===== src/rtl/mac_dispatcher.sv =====
// Binds each input job to a free MAC lane round-robin and returns lane results in dispatch order.
// One bubble cycle per job dispatch, then zero-latency beat pass-through; lane TREADY backpressures the job stream.

module mac_dispatcher_fifo #(
  parameter int W     = 2,
  parameter int DEPTH = 4,
  parameter int CW    = 3
) (
  input  logic          ACLK,
  input  logic          ARESETN,
  input  logic          wr_vld,
  input  logic [W-1:0]  wr_dat,
  input  logic          rd_rdy,
  output logic          rd_vld,
  output logic [W-1:0]  rd_dat,
  output logic [CW-1:0] count
);
  localparam int PW = (DEPTH > 1) ? $clog2(DEPTH) : 1;

  logic [W-1:0]  mem [DEPTH];
  logic [PW-1:0] wr_ptr;
  logic [PW-1:0] rd_ptr;
  logic          do_rd;

  function automatic logic [PW-1:0] ptr_inc(input logic [PW-1:0] p);
    return (p == PW'(DEPTH - 1)) ? '0 : p + 1'b1;
  endfunction

  assign rd_vld = (count != '0);
  assign rd_dat = mem[rd_ptr];
  assign do_rd  = rd_rdy && rd_vld;

  // Writer never pushes when full; the caller guarantees that.
  always_ff @(posedge ACLK) begin
    if (wr_vld) mem[wr_ptr] <= wr_dat;
  end

  always_ff @(posedge ACLK) begin
    if (!ARESETN) begin
      wr_ptr <= '0;
      rd_ptr <= '0;
      count  <= '0;
    end else begin
      if (wr_vld) wr_ptr <= ptr_inc(wr_ptr);
      if (do_rd)  rd_ptr <= ptr_inc(rd_ptr);
      if (wr_vld && !do_rd)      count <= count + 1'b1;
      else if (!wr_vld && do_rd) count <= count - 1'b1;
    end
  end
endmodule

module mac_dispatcher #(
  parameter int DATA_WIDTH = 32,
  parameter int NUM_MACS   = 4,
  parameter int LW         = $clog2(NUM_MACS)
) (
  input  logic                       ACLK,
  input  logic                       ARESETN,
  input  logic                       SD_AXIS_TVALID,
  output logic                       SD_AXIS_TREADY,
  input  logic [2*DATA_WIDTH-1:0]    SD_AXIS_TDATA,
  input  logic                       SD_AXIS_TLAST,
  input  logic                       SD_AXIS_TUSER,
  input  logic [7:0]                 SD_AXIS_TID,
  output logic [NUM_MACS-1:0]        MD_AXIS_TVALID,
  input  logic [NUM_MACS-1:0]        MD_AXIS_TREADY,
  output logic [2*DATA_WIDTH-1:0]    MD_AXIS_TDATA,
  output logic                       MD_AXIS_TLAST,
  output logic                       MD_AXIS_TUSER,
  output logic [7:0]                 MD_AXIS_TID,
  input  logic [NUM_MACS-1:0]        SR_AXIS_TVALID,
  output logic [NUM_MACS-1:0]        SR_AXIS_TREADY,
  input  logic [NUM_MACS*DATA_WIDTH-1:0] SR_AXIS_TDATA,
  input  logic [NUM_MACS-1:0]        SR_AXIS_TLAST,
  input  logic [NUM_MACS*8-1:0]      SR_AXIS_TID,
  output logic                       MO_AXIS_TVALID,
  input  logic                       MO_AXIS_TREADY,
  output logic [DATA_WIDTH-1:0]      MO_AXIS_TDATA,
  output logic                       MO_AXIS_TLAST,
  output logic [7:0]                 MO_AXIS_TID,
  output logic [LW:0]                OUTSTANDING
);
  typedef enum logic {IDLE, STREAM} state_t;

  state_t        state, state_nxt;
  logic [LW-1:0] cur_lane;
  logic [LW-1:0] rr_ptr;
  logic [NUM_MACS-1:0] busy;
  logic          push;
  logic          pop;
  logic          job_done;
  logic          free_found;
  logic [LW-1:0] free_lane;
  logic [LW:0]   cand_sum;
  logic [LW-1:0] cand;
  logic          fifo_vld;
  logic [LW-1:0] head;
  logic [LW-1:0] lane_inc;

  assign MD_AXIS_TDATA = SD_AXIS_TDATA;
  assign MD_AXIS_TLAST = SD_AXIS_TLAST;
  assign MD_AXIS_TUSER = SD_AXIS_TUSER;
  assign MD_AXIS_TID   = SD_AXIS_TID;

  // Descending scan so the lane closest above rr_ptr is the last one written.
  always_comb begin
    free_found = 1'b0;
    free_lane  = '0;
    cand_sum   = '0;
    cand       = '0;
    for (int k = NUM_MACS - 1; k >= 0; k--) begin
      cand_sum = {1'b0, rr_ptr} + (LW+1)'(k);
      if (cand_sum >= (LW+1)'(NUM_MACS)) cand_sum = cand_sum - (LW+1)'(NUM_MACS);
      cand = cand_sum[LW-1:0];
      if (!busy[cand]) begin
        free_found = 1'b1;
        free_lane  = cand;
      end
    end
  end

  always_ff @(posedge ACLK) begin
    if (!ARESETN) state <= IDLE;
    else          state <= state_nxt;
  end

  always_comb begin
    state_nxt      = state;
    SD_AXIS_TREADY = 1'b0;
    MD_AXIS_TVALID = '0;
    push           = 1'b0;
    job_done       = 1'b0;
    case (state)
      IDLE: begin
        if (SD_AXIS_TVALID && free_found) begin
          push      = 1'b1;
          state_nxt = STREAM;
        end
      end
      STREAM: begin
        MD_AXIS_TVALID[cur_lane] = SD_AXIS_TVALID;
        SD_AXIS_TREADY           = MD_AXIS_TREADY[cur_lane];
        if (SD_AXIS_TVALID && MD_AXIS_TREADY[cur_lane] && SD_AXIS_TLAST) begin
          job_done  = 1'b1;
          state_nxt = IDLE;
        end
      end
      default: state_nxt = IDLE;
    endcase
  end

  assign lane_inc = (cur_lane == LW'(NUM_MACS - 1)) ? '0 : cur_lane + 1'b1;

  // The popping lane is still busy this cycle, so it can never collide with free_lane.
  always_ff @(posedge ACLK) begin
    if (!ARESETN) begin
      cur_lane <= '0;
      rr_ptr   <= '0;
      busy     <= '0;
    end else begin
      if (push)     cur_lane <= free_lane;
      if (job_done) rr_ptr   <= lane_inc;
      if (pop)      busy[head] <= 1'b0;
      if (push)     busy[free_lane] <= 1'b1;
    end
  end

  mac_dispatcher_fifo #(
    .W     (LW),
    .DEPTH (NUM_MACS),
    .CW    (LW + 1)
  ) u_order_fifo (
    .ACLK    (ACLK),
    .ARESETN (ARESETN),
    .wr_vld  (push),
    .wr_dat  (free_lane),
    .rd_rdy  (pop),
    .rd_vld  (fifo_vld),
    .rd_dat  (head),
    .count   (OUTSTANDING)
  );

  assign MO_AXIS_TVALID = fifo_vld && SR_AXIS_TVALID[head];
  assign MO_AXIS_TDATA  = SR_AXIS_TDATA[int'(head) * DATA_WIDTH +: DATA_WIDTH];
  assign MO_AXIS_TLAST  = SR_AXIS_TLAST[head];
  assign MO_AXIS_TID    = SR_AXIS_TID[int'(head) * 8 +: 8];
  assign pop            = MO_AXIS_TVALID && MO_AXIS_TREADY;

  always_comb begin
    SR_AXIS_TREADY = '0;
    if (fifo_vld) SR_AXIS_TREADY[head] = MO_AXIS_TREADY;
  end
endmodule


===== config.mk =====
export PLATFORM = sky130hd
export DESIGN_NAME = mac_dispatcher
export DESIGN_NICKNAME = d
export VERILOG_FILES = /design/src/rtl/mac_dispatcher.sv
export SDC_FILE = /design/constraint.sdc
export NUM_CORES = 1
export LEC_CHECK = 0
export CAP_MARGIN = 20
export CORE_AREA = 2 2 146 148
export CTS_BUF_LIST = sky130_fd_sc_hd__clkbuf_8
export CTS_CLUSTER_SIZE = 20
export DETAILED_ROUTE_END_ITERATION = 16
export DIE_AREA = 0 0 148 150
export GPL_TIMING_DRIVEN = 0
export REMOVE_ABC_BUFFERS = 1
export SYNTH_ARGS = -nofsm -noshare
export SYNTH_HDL_FRONTEND = slang
export SYNTH_SLANG_ARGS = --single-unit
export TNS_END_PERCENT = 100

===== constraint.sdc =====
create_clock -name ACLK -period 3 [get_ports ACLK]
set_input_delay 0.75 -clock ACLK [delete_from_list [all_inputs] [get_ports ACLK]]
set_output_delay 0.75 -clock ACLK [all_outputs]
set_load 0.05 [all_outputs]

==> impl_metrics.env, run 1 <==
export IMPL_yosys_warnings=0
export IMPL_num_vias=3090
export IMPL_cp_cell_sequence="buf_6 -> mux4_4 -> buf_12 -> buf_12 -> mux4_2 -> buf_6"
export IMPL_p_per_area_nw_per_um2=572.1
export IMPL_crit_buf_inv=4
export IMPL_synth_commonest_cells="buf_4 (74), mux4_2 (43), dfxtp_1 (18), ha_1 (10)"
export IMPL_finalPower_w=0.003196
export IMPL_avgRoutedWirePerCell_um=27.18
export IMPL_violations="setup timing"
export IMPL_hp_class="flop to flop"
export IMPL_cts_root_buf="clkbuf_8"
export IMPL_final_area_um2=5585
export IMPL_cpLargestDelayFamily="multiplexers"
export IMPL_synth_top_area_frac=0.3225
export IMPL_antenna_found_initial=3
export IMPL_core_um2=20690
export IMPL_portBuffers=231
export IMPL_grt_pass1_vias=3130
export IMPL_cts_htree_levels=1
export IMPL_overflow=0
export IMPL_clkSlewWorstSetupHoldPaths_ps=80
export IMPL_crit_path_max_incr_delay_ps=640
export IMPL_final_core_utilization=0.2700
export IMPL_async_flop_share=0
export IMPL_synth_seq_area_share=0.2000
export IMPL_cts_tree="built"
export IMPL_routed_wl_um=19540
export IMPL_grt_pass1_wl_um=25180
export IMPL_maxCapViolCount=0
export IMPL_status="complete, but fails checks"
export IMPL_path_max_fanout=6
export IMPL_hpwl_um=15050
export IMPL_reg2regPathDepth=10
export IMPL_worst_pin_slew_ps=868.8
export IMPL_cts_inserted_buffers=3
export IMPL_regToRegStartpoint="u_order_fifo.mem[3][0]"
export IMPL_crit_arrival_ps=2390
export IMPL_die_x_um=148
export IMPL_cp_startpoint="u_order_fifo.mem[3][0]"
export IMPL_clk_path_buf_depth=2
export IMPL_initial_utilization=0.1451
export IMPL_grt_setup_unrepaired="yes"
export IMPL_ys_ff_latch=26
export IMPL_drc=0
export IMPL_stdcell_count=719
export IMPL_clk_latency_ps=260
export IMPL_dpl_cell_area_um2=5000
export IMPL_setup_tns_ps=-2357
export IMPL_synth_area_leaders="mux4_2 (32%), buf_4 (18%), dfxtp_1 (12%)"
export IMPL_nets=703
export IMPL_drtPass1Iterations=4
export IMPL_drtIter0Drc=140
export IMPL_relSlewSlack=0.4208
export IMPL_fin_ws_ps=-137.0
export IMPL_clock_fmax_mhz=318.8
export IMPL_rows=53
export IMPL_synthMostInstantiatedCell="buf_4"
export IMPL_postRouteAntennaNets=0
export IMPL_min_period_ps=3137
export IMPL_finClkSkew_ps=1.881
export IMPL_crit_path_start_kind="flop"
export IMPL_synthToLayoutAreaGrowth_pct=86.00
export IMPL_min_path_cells=2
export IMPL_synth_edf_count=8
export IMPL_cts_hold_buf=0
export IMPL_maxSlewViolCount=0
export IMPL_dpl_cell_count=679
export IMPL_worstSetupPathType="flop to output pin"
export IMPL_grt_max_degree=38
export IMPL_hold_violations=0
export IMPL_clock_sinks=26
export IMPL_ys_types=42
export IMPL_syn_area_um2=3003
export IMPL_synthCells=259
export IMPL_period_share=1.046
export IMPL_synth_top_cell_by_area="mux4_2"
export IMPL_setup_viol=33
export IMPL_routed_via_density=4.298
export IMPL_ys_flop_type="dfxtp_1"
export IMPL_io_pins=378
export IMPL_die_h_um=150
export IMPL_drive_gt1_frac=0.3152
export IMPL_setup_worst_path_end_class="output pin"
export IMPL_gp_congestion=0.8099
export IMPL_die_area_um2=22200
export IMPL_min_from="u_order_fifo.rd_ptr[1]"
export IMPL_rrSetupSlack_ps=140
export IMPL_grt_total_usage=0.1635
export IMPL_p_leak_nw=2.077
export IMPL_irDropWorstVdd_v=0.0002033
export IMPL_worst_ep_required_time_ps=2250
export IMPL_cp_slowest_cell="mux4_4"
export IMPL_avgSynthCellArea_um2=11.59
export IMPL_r2r_end="u_order_fifo.count[2]"
## placed cells by master (no fill, tap or decap), types with 7 or more instances in the layout
cell,n
buf_12,7
nor2b_1,7
nand2_1,9
buf_6,47
clkdlybuf4s50_1,180
buf_4,12
ha_1,9
mux4_2,45
nor2_1,8
inv_1,8
dfxtp_1,16
buf_8,7
edfxtp_1,8
## cells by family (layout without fill, tap and decap cells)
logic type	Yosys count	in the layout	synth area share
flip-flops	26	26	0.2000
adder cells (fa/ha/maj)	11	11	0.04833
XOR/XNOR	2	2	0.005834
AO/OA/AOI/OAI	22	22	0.05500
AND/OR/NAND/NOR	48	48	0.08875
other	0	3	0
multiplexers	54	57	0.3650
buffers and inverters	96	275	0.2371
## layout make-up
type	count	area (um2)
Inverter	9	33.78
Clock inverter	1	3.754
Fill cell	2150	15100
Multi-Input combinational cell	140	1819
Sequential cell	26	605.6
Clock buffer	3	41.29
Timing Repair Buffer	262	2730
Antenna cell	3	7.507
Tap cell	275	344.1
## how the worst max path moves through the flow
stage / endpoint / cells after the start
2_1_floorplan: SR_AXIS_TREADY[2] / 3
5_1_grt: MO_AXIS_TDATA[8] / 6
3_5_place_dp: MO_AXIS_TVALID / 5
3_3_place_gp: MO_AXIS_TVALID / 4
6_report: MO_AXIS_TDATA[8] / 6
4_1_cts: MO_AXIS_TDATA[22] / 7
## worst min-delay path, stage by stage (launching register included)
cell     delay [ps]
dfxtp_1         320
nand2_1          50
o21ai_0          80
## power breakdown
group	leakage [nW]	internal, W	switching (W)	total, W
logic	1.83	0.00119	0.00135	0.00254
clock network	0.0232	0.0000915	0.000105	0.000196
registers	0.225	0.000406	0.0000526	0.000459
total	2.08	0.00169	0.00151	0.00320
## routing by layer
layer	routed length, um	share of wire	GRT usage	vias to the layer above
li1	-	-	-	1276
met5	219	0.011	0.07727	-
met2	8519	0.44	0.2403	317
met4	132	0.0068	0.03143	8
met3	4133	0.21	0.1610	13
met1	6536	0.33	0.1621	1476
## flip-flops by register name (all words and copies together) (netlist names), named ones only
signal,count
u_order_fifo.count,3
state,1
u_order_fifo.rd_ptr,2
cur_lane,2
rr_ptr,2
u_order_fifo.wr_ptr,2
busy,4
u_order_fifo.mem,8
## timing repair
| action | CTS | global route |
|---|---|---|
| gates resized for setup | 332 | 29 |
| endpoints found under the setup margin | 54 | 46 |
| buffers inserted | 21 | 10 |
| cloned | 3 | 0 |
| pin swaps | 0 | 2 |
## metrics by stage
| stage | hold slack, ps | setup slack [ps] |
|---|---|---|
| global placement | 490.2 | -1391 |
| floorplan | 462.6 | -321.3 |
| finish | 505.3 | -137.0 |
| global route | 547.6 | -223.2 |
| detailed placement | 499.5 | -976.5 |
| CTS | 503.9 | -179.2 |
Note: power is estimated with default switching activity, not from simulation.
==> run 2, diff against run 1 <==
Settings changed: ABC_AREA set to 1.
Clock period 3 ns to 2.83 ns, I/O delays scaled along.
==> impl_metrics.env, run 2 <==
export IMPL_synth_area_leaders="nand3_1 (20%), buf_4 (17%), dfxtp_1 (11%)"
export IMPL_cts_root_buf="clkbuf_8"
export IMPL_path_max_fanout=2
export IMPL_cp_cell_sequence="clkdlybuf4s50_1 -> clkdlybuf4s50_1"
export IMPL_clkSlewWorstSetupHoldPaths_ps=90
export IMPL_worstSetupPathType="input port to output pin"
export IMPL_hold_end="busy[1]"
export IMPL_yosys_warnings=0
export IMPL_crit_path_start_kind="input port"
export IMPL_core_um2=20690
export IMPL_hold_violations=0
export IMPL_portBuffers=231
export IMPL_synth_top_cell_by_area="nand3_1"
export IMPL_setup_worst_path_end_class="output pin"
export IMPL_rrSetupSlack_ps=270
export IMPL_regMostFlops="u_order_fifo.mem"
export IMPL_reg2regPathDepth=17
export IMPL_min_from="busy[1]"
export IMPL_crit_arrival_ps=2010
export IMPL_dpl_cell_area_um2=5305
export IMPL_routed_wl_um=23050
export IMPL_grt_setup_unrepaired="no"
export IMPL_grt_pass1_wl_um=30570
export IMPL_final_common_cell="clkdlybuf4s50_1"
export IMPL_finClkSkew_ps=6.371
export IMPL_clock_sinks=26
export IMPL_ys_flop_type="dfxtp_1"
export IMPL_num_vias=4361
export IMPL_antenna_found_initial=7
export IMPL_timing_critical_path_mode_cell="clkdlybuf4s50_1"
export IMPL_synth_seq_area_share=0.1795
export IMPL_cts_inserted_buffers=3
export IMPL_m1WireLength_um=9567
export IMPL_drc=0
export IMPL_r2r_end="u_order_fifo.count[2]"
export IMPL_fin_ws_ps=110.4
export IMPL_drtIter0Drc=260
export IMPL_worst_pin_slew_ps=504.6
export IMPL_grt_pass1_vias=3907
export IMPL_clk_latency_ps=270
export IMPL_post_place_ws_ps=-1579
export IMPL_avgSynthCellArea_um2=6.573
export IMPL_die_area_um2=22200
export IMPL_largestRegisters="u_order_fifo.mem (8), busy (4), u_order_fifo.count (3)"
export IMPL_routed_via_density=4.669
export IMPL_cpLargestDelayFamily="buffers and inverters"
export IMPL_async_flop_share=0
export IMPL_cts_htree_levels=1
export IMPL_regArea_um2=603.1
export IMPL_ys_ff_latch=26
export IMPL_nets=917
export IMPL_nFillCells=2311
export IMPL_overflow=0
export IMPL_synthCells=509
export IMPL_p_per_area_nw_per_um2=1228
export IMPL_worst_ep_required_time_ps=2120
export IMPL_min_period_ps=2720
export IMPL_avgRoutedWirePerCell_um=24.68
export IMPL_ys_types=32
export IMPL_wl_met3_um=4685
export IMPL_setup_viol=0
export IMPL_postRouteAntennaNets=0
export IMPL_grt_max_degree=76
export IMPL_irDropWorstVdd_v=0.0005251
export IMPL_die_x_um=148
export IMPL_final_area_um2=5418
export IMPL_die_h_um=150
export IMPL_cts_hold_buf=0
export IMPL_cts_tree="built"
export IMPL_initial_utilization=0.1617
export IMPL_cp_slowest_cell="clkdlybuf4s50_1"
export IMPL_synth_top_area_frac=0.2049
export IMPL_crit_path_max_incr_delay_ps=810
export IMPL_mostFrequentLayoutCells="clkdlybuf4s50_1 (180), nand3_1 (135), nand2_1 (61)"
export IMPL_p_leak_nw=2.238
export IMPL_clock_fmax_mhz=367.7
export IMPL_synthMostInstantiatedCell="nand3_1"
export IMPL_hp_class="flop to flop"
export IMPL_maxSlewViolCount=0
export IMPL_status="complete, no violations"
export IMPL_synth_edf_count=8
export IMPL_multi_input_area_um2=1993
export IMPL_final_core_utilization=0.2619
export IMPL_clk_path_buf_depth=2
export IMPL_synthToLayoutAreaGrowth_pct=61.93
export IMPL_relSlewSlack=0.6626
export IMPL_gp_congestion=0.8320
export IMPL_synth_commonest_cells="nand3_1 (137), buf_4 (75), nand2_1 (63), a22oi_1 (41), inv_1 (35)"
export IMPL_maxCapViolCount=0
export IMPL_drive_gt1_frac=0.1603
export IMPL_drtPass1Iterations=5
export IMPL_io_pins=378
export IMPL_rows=53
export IMPL_hpwl_um=16150
export IMPL_min_path_cells=2
export IMPL_grt_total_usage=0.1944
export IMPL_routed_top_layer="met5"
export IMPL_dr_wl_met2_um=8563
export IMPL_crit_buf_inv=2
export IMPL_syn_area_um2=3346
export IMPL_largest_reg_flops=8
export IMPL_period_share=0.9610
## run 2: cell count changes in the layout (fill, tap and decap cells not counted), moves of 36 or more
cell / before / now
nand3_1: 2 / 135
nand2_1: 9 / 61
buf_6: 47 / 0
mux4_2: 45 / 0
a22oi_1: 0 / 41
buf_2: 4 / 40
## run 2: worst max path at each step
stage / startpoint / slack, ps / cells past startpoint / endpoint
finish: SD_AXIS_TLAST / 110 / 2 / MD_AXIS_TLAST
global route: flop / 6 / 17 / u_order_fifo.count[2]
CTS: flop / 2 / 10 / MO_AXIS_TDATA[29]
detailed placement: flop / -1580 / 9 / MO_AXIS_TID[4]
global placement: flop / -1960 / 10 / MO_AXIS_TID[4]
floorplan: flop / -460 / 6 / SR_AXIS_TREADY[0]
## run 2: final cells by class
type                            instances  area share
Antenna cell                            4    0.001848
Clock buffer                            3    0.007621
Clock inverter                          1   0.0006928
Inverter                               44     0.03672
Multi-Input combinational cell        340      0.3679
Sequential cell                        26      0.1113
Tap cell                              275     0.06351
Timing Repair Buffer                  239      0.4053
Timing Repair inverter                  2    0.005081
## run 2: cell families (layout without fill, tap and decap cells)
family / after synthesis / count (layout) / share of synthesized area
simple gates: 257 / 261 / 0.3725
buf+inv: 147 / 289 / 0.2696
compound gates: 68 / 68 / 0.1350
flops: 26 / 26 / 0.1795
fa+ha+maj: 11 / 11 / 0.04338
other cells: 0 / 4 / 0
## run 2: repair_timing
action / CTS / global route
endpoints found under the setup margin: 54 / 44
resized for setup: 227 / 52
cloned: 6 / 0
buffers inserted: 1 / 6
pin swaps: 3 / 3
## run 2: metrics by stage
step                      instances  hold slack [ps]  total power, W  TNS (ps)
after CTS                       924            473.8        0.006751         0
after global placement          912            453.1        0.006309    -82670
final                           934            480.5        0.006652         0
after global routing            930            496.0        0.007030         0
after floorplan                 406            439.7        0.004202    -14320
after detailed placement        913            461.0        0.006360    -64170
## run 2: layer usage
layer  GRT usage  vias to the layer above
met3      0.1692                       18
met2      0.2551                      364
met4     0.01048                       12
li1            -                     1973
met1      0.2430                     1994
met5     0.06364                        -
## run 2: where the power goes
part	switching (W)	leakage (nW)	internal (W)
clock	0.000114	0.0232	0.0000971
combinational	0.00439	1.99	0.00153
sequential	0.0000720	0.224	0.000454
==> run 3, diff against run 2 <==
Settings changed: CORE_AREA 2 2 146 148 to 2 2 149 151, DIE_AREA 0 0 148 150 to 0 0 151 153, MAX_ROUTING_LAYER set to met4, SYNTH_HIERARCHICAL set to 1.
==> impl_metrics.env, run 3 <==
export IMPL_avgRoutedWirePerCell_um=23.34
export IMPL_synth_top_area_frac=0.1795
export IMPL_drive_gt1_frac=0.2063
export IMPL_clk_latency_ps=270
export IMPL_grt_pass1_wl_um=27240
export IMPL_portBuffers=231
export IMPL_clock_sinks=26
export IMPL_cts_root_buf="clkbuf_8"
export IMPL_setup_tns_ps=0
export IMPL_synth_commonest_cells="nand2_1 (110), buf_4 (74), a22oi_1 (68), inv_1 (38), nand3_1 (27)"
export IMPL_routed_via_density=4.288
export IMPL_grt_setup_unrepaired="yes"
export IMPL_nets=897
export IMPL_grt_total_usage=0.1701
export IMPL_postRouteAntennaNets=0
export IMPL_synthCells=461
export IMPL_setup_worst_path_end_class="output pin"
export IMPL_core_um2=21490
export IMPL_nFillCells=2341
export IMPL_crit_arrival_ps=2070
export IMPL_largest_reg_flops=8
export IMPL_drc=0
export IMPL_num_vias=3941
export IMPL_cts_tree="built"
export IMPL_synth_edf_count=8
export IMPL_finalPower_w=0.003450
export IMPL_gp_congestion=0.7694
export IMPL_mostFrequentLayoutCells="clkdlybuf4s50_1 (180), nand2_1 (108), a22oi_1 (60)"
export IMPL_regMostFlops="u_order_fifo/mem"
export IMPL_crit_path_start_kind="input port"
export IMPL_min_period_ps=2774
export IMPL_post_place_ws_ps=-1106
export IMPL_initial_utilization=0.1441
export IMPL_hp_class="flop to flop"
export IMPL_relSlewSlack=0.6662
export IMPL_setup_viol=0
export IMPL_min_path_cells=2
export IMPL_cpLargestDelayFamily="buffers and inverters"
export IMPL_p_per_area_nw_per_um2=614.0
export IMPL_die_h_um=153
export IMPL_syn_area_um2=3095
export IMPL_fin_ws_ps=55.78
export IMPL_die_x_um=151
export IMPL_period_share=0.9803
export IMPL_irDropWorstVdd_v=0.0003611
export IMPL_synthToLayoutAreaGrowth_pct=81.53
export IMPL_crit_buf_inv=2
export IMPL_ys_flop_type="dfxtp_1"
export IMPL_clkSlewWorstSetupHoldPaths_ps=90
export IMPL_async_flop_share=0
export IMPL_min_from="busy[3]"
export IMPL_maxSlewViolCount=0
export IMPL_p_leak_nw=2.371
export IMPL_drtIter0Drc=255
export IMPL_synthMostInstantiatedCell="nand2_1"
export IMPL_routed_wl_um=21450
export IMPL_ys_types=34
export IMPL_drtPass1Iterations=5
export IMPL_stdcell_count=919
export IMPL_overflow=0
export IMPL_cts_htree_levels=1
export IMPL_cp_cell_sequence="clkdlybuf4s50_1 -> nand2_1 -> nor2_1 -> dlygate4sd2_1"
export IMPL_grt_max_degree=43
export IMPL_ys_ff_latch=26
export IMPL_path_max_fanout=5
export IMPL_hold_end="busy[3]"
export IMPL_worst_pin_slew_ps=499.2
export IMPL_final_core_utilization=0.2615
export IMPL_status="complete, no violations"
export IMPL_antenna_found_initial=5
export IMPL_worst_ep_required_time_ps=2120
export IMPL_dpl_cell_count=883
export IMPL_worstSetupPathType="input port to output pin"
export IMPL_hold_violations=0
export IMPL_maxCapViolCount=0
export IMPL_clock_fmax_mhz=360.5
export IMPL_avgSynthCellArea_um2=6.715
export IMPL_yosys_warnings=6
export IMPL_r2r_end="u_order_fifo/count[1]"
export IMPL_largestRegisters="u_order_fifo/mem (8), busy (4), u_order_fifo/count (3)"
export IMPL_synth_area_leaders="buf_4 (18%), a22oi_1 (16%), nand2_1 (13%)"
export IMPL_crit_path_max_incr_delay_ps=550
export IMPL_cp_slowest_cell="clkdlybuf4s50_1"
export IMPL_finClkSkew_ps=3.689
export IMPL_grt_pass1_vias=3759
export IMPL_synth_seq_area_share=0.1940
export IMPL_synth_top_cell_by_area="buf_4"
export IMPL_die_area_um2=23100
export IMPL_cts_inserted_buffers=3
export IMPL_clk_path_buf_depth=2
export IMPL_rrSetupSlack_ps=130
export IMPL_io_pins=378
export IMPL_cp_depth=4
export IMPL_rows=54
export IMPL_final_common_cell="clkdlybuf4s50_1"
export IMPL_hpwl_um=15390
export IMPL_reg2regPathDepth=18
-- run 3: cell types whose count changed after synthesis, moves of 11 or more --
cell,change
a22oi_1,+27
clkbuf_1,+11
buf_2,-13
nand2_1,+47
nand3_1,-110
-- run 3: timing repair --
item                       CTS  global route
setup buffers               15             8
hold buffers                 0             0
setup endpoints to repair   62            45
pin swaps                    5             9
resized for setup          269            71
gates cloned                 3             4
-- run 3: worst max path at each step --
stage,slack (ps),from,endpoint
6_report,60,SD_AXIS_TVALID,MD_AXIS_TVALID[3]
5_1_grt,-50,flop,u_order_fifo/count[1]
3_3_place_gp,-3070,flop,SR_AXIS_TREADY[2]
3_5_place_dp,-1110,flop,MO_AXIS_TVALID
4_1_cts,-60,flop,MO_AXIS_TDATA[29]
2_1_floorplan,-1280,flop,u_order_fifo/count[1]
-- run 3: area by class of cell --
class	instances	area, um2	share of cell area
Inverter	47	191.4	0.03407
Sequential cell	26	604.3	0.1075
Clock buffer	4	55.05	0.009797
Antenna cell	4	10.01	0.001781
Tap cell	280	350.3	0.06235
Timing Repair inverter	2	17.52	0.003117
Timing Repair Buffer	260	2596	0.4620
Multi-Input combinational cell	296	1794	0.3193
-- run 3: cells by family (layout without fill, tap and decap cells) --
family / Yosys count / in the layout / synth area share
AOI/OAI and AO/OA: 98 / 98 / 0.2175
adders and majority gates: 11 / 11 / 0.04689
buffers and inverters: 139 / 313 / 0.2668
DFF: 26 / 26 / 0.1940
other: 0 / 4 / 0
and+or+nand+nor: 187 / 187 / 0.2749
-- run 3: through the flow --
stage          area [um2]  hold slack, ps
6_report             5619           524.7
5_1_grt              5619           559.2
4_1_cts              5410           534.7
3_5_place_dp         5195           520.9
3_3_place_gp         5111           492.3
2_1_floorplan        2449           475.5
-- run 3: layer usage --
layer | GRT usage | up-vias | wire length, um
met1 | 0.1842 | 1775 | 8159
li1 | - | 1827 | -
met5 | - | - | 0
met4 | 0.01380 | 0 | 80
met2 | 0.2405 | 331 | 8940
met3 | 0.1546 | 8 | 4274
-- run 3: report_power, final --
part	switching (W)	leakage, nW	internal (W)
clock	0.000118	0.0288	0.000124
combinational	0.00171	2.12	0.00105
sequential	0.0000310	0.224	0.000419
-- run 3: tightest hold or removal path, stage by stage, from the launching register on --
cell and delay, ps:
dfxtp_1 340, o21ai_1 80, a21oi_1 60
